## config.mk

```make
export PLATFORM = sky130hd
export DESIGN_NAME = mux81_arb
export DESIGN_NICKNAME = d
export VERILOG_FILES = /design/src/rtl/mux81_arb.sv
export SDC_FILE = /design/constraint.sdc
export NUM_CORES = 1
export LEC_CHECK = 0
export ABC_AREA = 1
export ABC_CLOCK_PERIOD_IN_PS = 6500
export CAP_MARGIN = 20
export CORE_ASPECT_RATIO = 0.7
export CORE_MARGIN = 3
export CORE_UTILIZATION = 65
export DETAILED_ROUTE_END_ITERATION = 8
export DONT_BUFFER_PORTS = 1
export MAX_ROUTING_LAYER = met4
export PLACE_DENSITY = 0.81
export SLEW_MARGIN = 20
export SYNTH_ARGS = -nofsm -noshare
export SYNTH_HDL_FRONTEND = slang
export SYNTH_SLANG_ARGS = --single-unit
```

## constraint.sdc

```tcl
create_clock -name clk -period 6.5 [get_ports clk]
set_clock_uncertainty 0.15 [all_clocks]
set_input_delay 0.325 -clock clk [delete_from_list [all_inputs] [get_ports clk]]
set_output_delay 0.325 -clock clk [all_outputs]
set_load 0.01 [all_outputs]
```

## src/rtl/mux81_arb.sv

```systemverilog
// Round-robin owner arbiter driving the select of a shared 8:1 mux.
// Optional owner timeout: define MUX81_ARB_PREEMPT_EN.
module mux81_arb #(
   parameter int MAX_HOLD = 16
) (
   input  logic       clk,
   input  logic       rst_n,
   input  logic [7:0] req,
   output logic [7:0] gnt,
   output logic [2:0] sel,
   output logic       busy
);

   typedef enum logic {
      IDLE,
      OWN
   } state_t;

   state_t     state;
   state_t     state_n;
   logic [2:0] ptr;
   logic [2:0] ptr_n;
   logic [2:0] win;
   logic [2:0] idx;
   logic [7:0] gnt_n;
   logic [2:0] sel_n;
   logic       rel;

   if (MAX_HOLD < 2 || MAX_HOLD > 256) begin : g_bad_hold
      $error("mux81_arb: MAX_HOLD out of range");
   end

   // Scan downward so the lowest offset from ptr is kept last.
   always_comb begin
      win = '0;
      idx = '0;
      for (int i = 7; i >= 0; i--) begin
         idx = ptr + 3'(i);
         if (req[idx]) win = idx;
      end
   end

`ifdef MUX81_ARB_PREEMPT_EN
   localparam int CW = (MAX_HOLD > 2) ? $clog2(MAX_HOLD) : 1;
   localparam logic [CW-1:0] CMAX = CW'(MAX_HOLD - 1);

   logic [CW-1:0] cnt;
   logic [CW-1:0] cnt_n;
   logic          expired;

   assign expired = (cnt == CMAX) && (|(req & ~gnt));
   assign rel     = !req[sel] || expired;

   always_comb begin
      cnt_n = cnt;
      if (state == IDLE) begin
         cnt_n = '0;
      end else if (!rel && cnt != CMAX) begin
         cnt_n = cnt + CW'(1);
      end
   end

   always_ff @(posedge clk or negedge rst_n) begin
      if (!rst_n) begin
         cnt <= '0;
      end else begin
         cnt <= cnt_n;
      end
   end
`else
   assign rel = !req[sel];
`endif

   always_comb begin
      state_n = state;
      gnt_n   = gnt;
      sel_n   = sel;
      ptr_n   = ptr;
      unique case (state)
         IDLE: begin
            if (|req) begin
               state_n = OWN;
               gnt_n   = 8'd1 << win;
               sel_n   = win;
            end
         end
         OWN: begin
            if (rel) begin
               state_n = IDLE;
               gnt_n   = '0;
               ptr_n   = sel + 3'd1;
            end
         end
         default: begin
            state_n = IDLE;
            gnt_n   = '0;
         end
      endcase
   end

   always_ff @(posedge clk or negedge rst_n) begin
      if (!rst_n) begin
         state <= IDLE;
         gnt   <= '0;
         sel   <= '0;
         ptr   <= '0;
      end else begin
         state <= state_n;
         gnt   <= gnt_n;
         sel   <= sel_n;
         ptr   <= ptr_n;
      end
   end

   assign busy = |gnt;

endmodule

```

==> metrics.yaml <==
run_status:
  status: "finished, final reports clean"
synth:
  syn_nets: 237
  yosys.area_share.adder_pct: 2.636
  synth-xor-area-share_pct: 1.757
  synth_seq_cells: 15
  synth_top_family_by_area: "simple AND/OR/NAND/NOR gates"
  synthCells: 224
  ys_seq_area_share_pct: 26.36
  yosysWarnings: 0
  yosys.area_share.simple_pct: 49.03
  synth_compound_area_share_pct: 10.46
  syn_area_per_cell_sq_um: 6.357
  yosysUniqueCellTypes: 29
  muxShareOfSynthArea_pct: 0.7030
  synth.cell_area_sq_um: 1424
setup_path:
  worstPathArrival_ns: 2.89
  end_kind: "register"
  worst-setup-path-type: "reg -> reg"
  reg2regPathDepth: 17
  critPathSlowestCell: "dfrtp_1"
  path_cells: "inv_2 > ha_1 > inv_1 > nand3_1 > nand2_1 > nor2_1 > nand2_1 > nand2_1 > nand2_1 > nand2_1 > nand2_1 > nand2_1 > nand2_2 > nand2_2 > a21oi_4 > nand3_1 > nand2_1"
  crit_path_frequent_cell: "nand2_1"
  critPathMaxFanout: 12
  worstPathRequired_ns: 6.59
  start_kind: "register"
  r2r-end: "gnt[2]"
  max_stage_delay_ns: 0.57
  r2r_start: "ptr[0]"
  r2r_slack_ns: 3.70
floorplan:
  fp.dieH_um: 45.16
  chipWidth_um: 61.94
  num_rows: 13
  initial_core_util_pct: 72.35
  pin_count: 22
  core-area_sq_um: 1968
  dieArea_sq_um: 2797
layout:
  fillCellCount: 163
  layout_commonest_cell: "nand2_1"
  final_cell_mix: "88 x nand2_1, 36 x nand3_1, 20 x inv_1, 15 x dfrtp_1, 10 x a21oi_1"
  insertedDiodeCount: 0
  syn2layout_area_growth_pct: 3.867
  stdcell_count: 256
  fin_nets: 240
  fin_area_sq_um: 1479
  drive_gt1_share_pct: 12.39
sta:
  post-route-min-period_ns: 2.803
  fin_crit_sh_pct: 43.13
  relSlewSlack_pct: 54.58
  tightest_slew_ns: 0.6790
  hold_slack_ns: 0.09605
  finalSetupViolations: 0
  finalHoldViolations: 0
  rsz0062_at_grt: "no"
  fmax_mhz: 356.7
  drv_slew: 0
  fin_tns_setup_ns: 0
clock_network:
  cts_tree: "done"
  clockBufferDepth: 2
  clkSinkCount: 15
  cts_resized: 0
  cts_max_level: 1
  cts-root-buf: "clkbuf_4"
  clk_latency_ns: 0.29
  cts_buffers: 3
  clkSlewWorstSetupHoldPaths_ns: 0.09
worst_hold_path:
  min_delay_path_depth: 2
  hp-class: "in -> reg"
  worstHoldStart: "req[7]"
  whs_endpoint: "state"
global_routing:
  antenna_found_initial: 0
  grtUsageTotal_pct: 30.08
  grt_max_degree: 16
  overflow: 0
  grt_pass1_wl_um: 5851
  grt_pass1_vias: 1239
placed_design:
  placed_cells: 251
  dpl_cell_area_sq_um: 1443
  io_buffers: 0
  gp_congestion: 0.9915
  dpl.hpwl_um: 2906
route:
  drt_iter0_markers: 154
  wl_um: 3689
  drc: 0
  ant_nets: 0
  vias: 1508
  dr.pass1.iters: 5
  vias_per_cell: 5.891
  post_drt_wl_per_cell_um: 14.41
run:
  maxCapViolCount: 0
synthesized netlist by cell type (all sizes together):
cell | n | area share [%]
xnor2 | 1 | 1.1
nor4 | 3 | 1.3
buf | 2 | 1.1
mux2i | 1 | 0.70
clkbuf | 1 | 0.26
o211ai | 2 | 1.1
a21oi | 12 | 5.8
dfrtp | 15 | 26
o21bai | 1 | 0.53
xor2 | 1 | 0.62
nor2 | 9 | 2.9
o21ai | 5 | 1.8
a31oi | 2 | 1.3
nand3 | 39 | 15
ha | 3 | 2.6
nor3b | 1 | 0.53
inv | 28 | 7.7
nand4 | 1 | 0.44
nand2 | 97 | 29
per-layer routing:
metal | global-route usage (%) | part of all wire (%)
met1 | 42.88 | 45
met2 | 40.50 | 42
met3 | 8.857 | 11
met4 | 9.322 | 2.6
met5 | - | 0
through the flow:
stage	setup WS, ns	utilization [%]
2_1_floorplan	4.262	-
3_3_place_gp	3.930	73.30
3_5_place_dp	3.783	73.30
4_1_cts	3.762	75.14
5_1_grt	3.460	75.14
6_report	3.697	75.14
area by class of cell:
cell class,instances,area (sq um),area share (%)
clock buffers,4,26.28,1.777
multi-input cells,178,919.6,62.18
well taps,30,37.54,2.538
flip-flops and latches,15,375.4,25.38
repair buffers,1,10.01,0.6768
inverters,28,110.1,7.445
worst max-delay path by stage:
stage,cells after the start,end,slack [ns],start
5_1_grt,17,gnt[2],3.46,ptr[0]
3_3_place_gp,18,gnt[2],3.93,ptr[0]
6_report,17,gnt[2],3.70,ptr[0]
4_1_cts,14,gnt[2],3.76,ptr[0]
2_1_floorplan,18,gnt[2],4.26,ptr[1]
3_5_place_dp,14,gnt[2],3.78,ptr[0]
state kept, by name, summed over array words and instances (netlist names):
name and cells:
sel 3, state 1, ptr 3, gnt 8
logic make-up (layout without fill, tap and decap cells):
group,after synthesis,count (layout)
AOI/OAI and AO/OA,22,22
xor gates and xnor gates,2,2
buffers and inverters,31,33
adders and majority gates,3,3
DFF,15,15
and+or+nand+nor,150,150
muxes,1,1
worst max-delay path: cells and delay by family (launching register included):
family                   cells  cell delay [ns]
AO/OA/AOI/OAI                1             0.18
adder cells (fa/ha/maj)      1             0.41
AND/OR/NAND/NOR             13             1.03
buffers and inverters        2             0.39
flip-flops                   1             0.57
what timing repair did:
item / in CTS / in global routing
hold endpoints to repair: 15 / 0
setup buffers: 0 / 0
hold buffers: 1 / 0
Power is left out: the tool's default activity adds up to more than one toggle a clock period on the data nets, which glitch-free logic cannot reach.
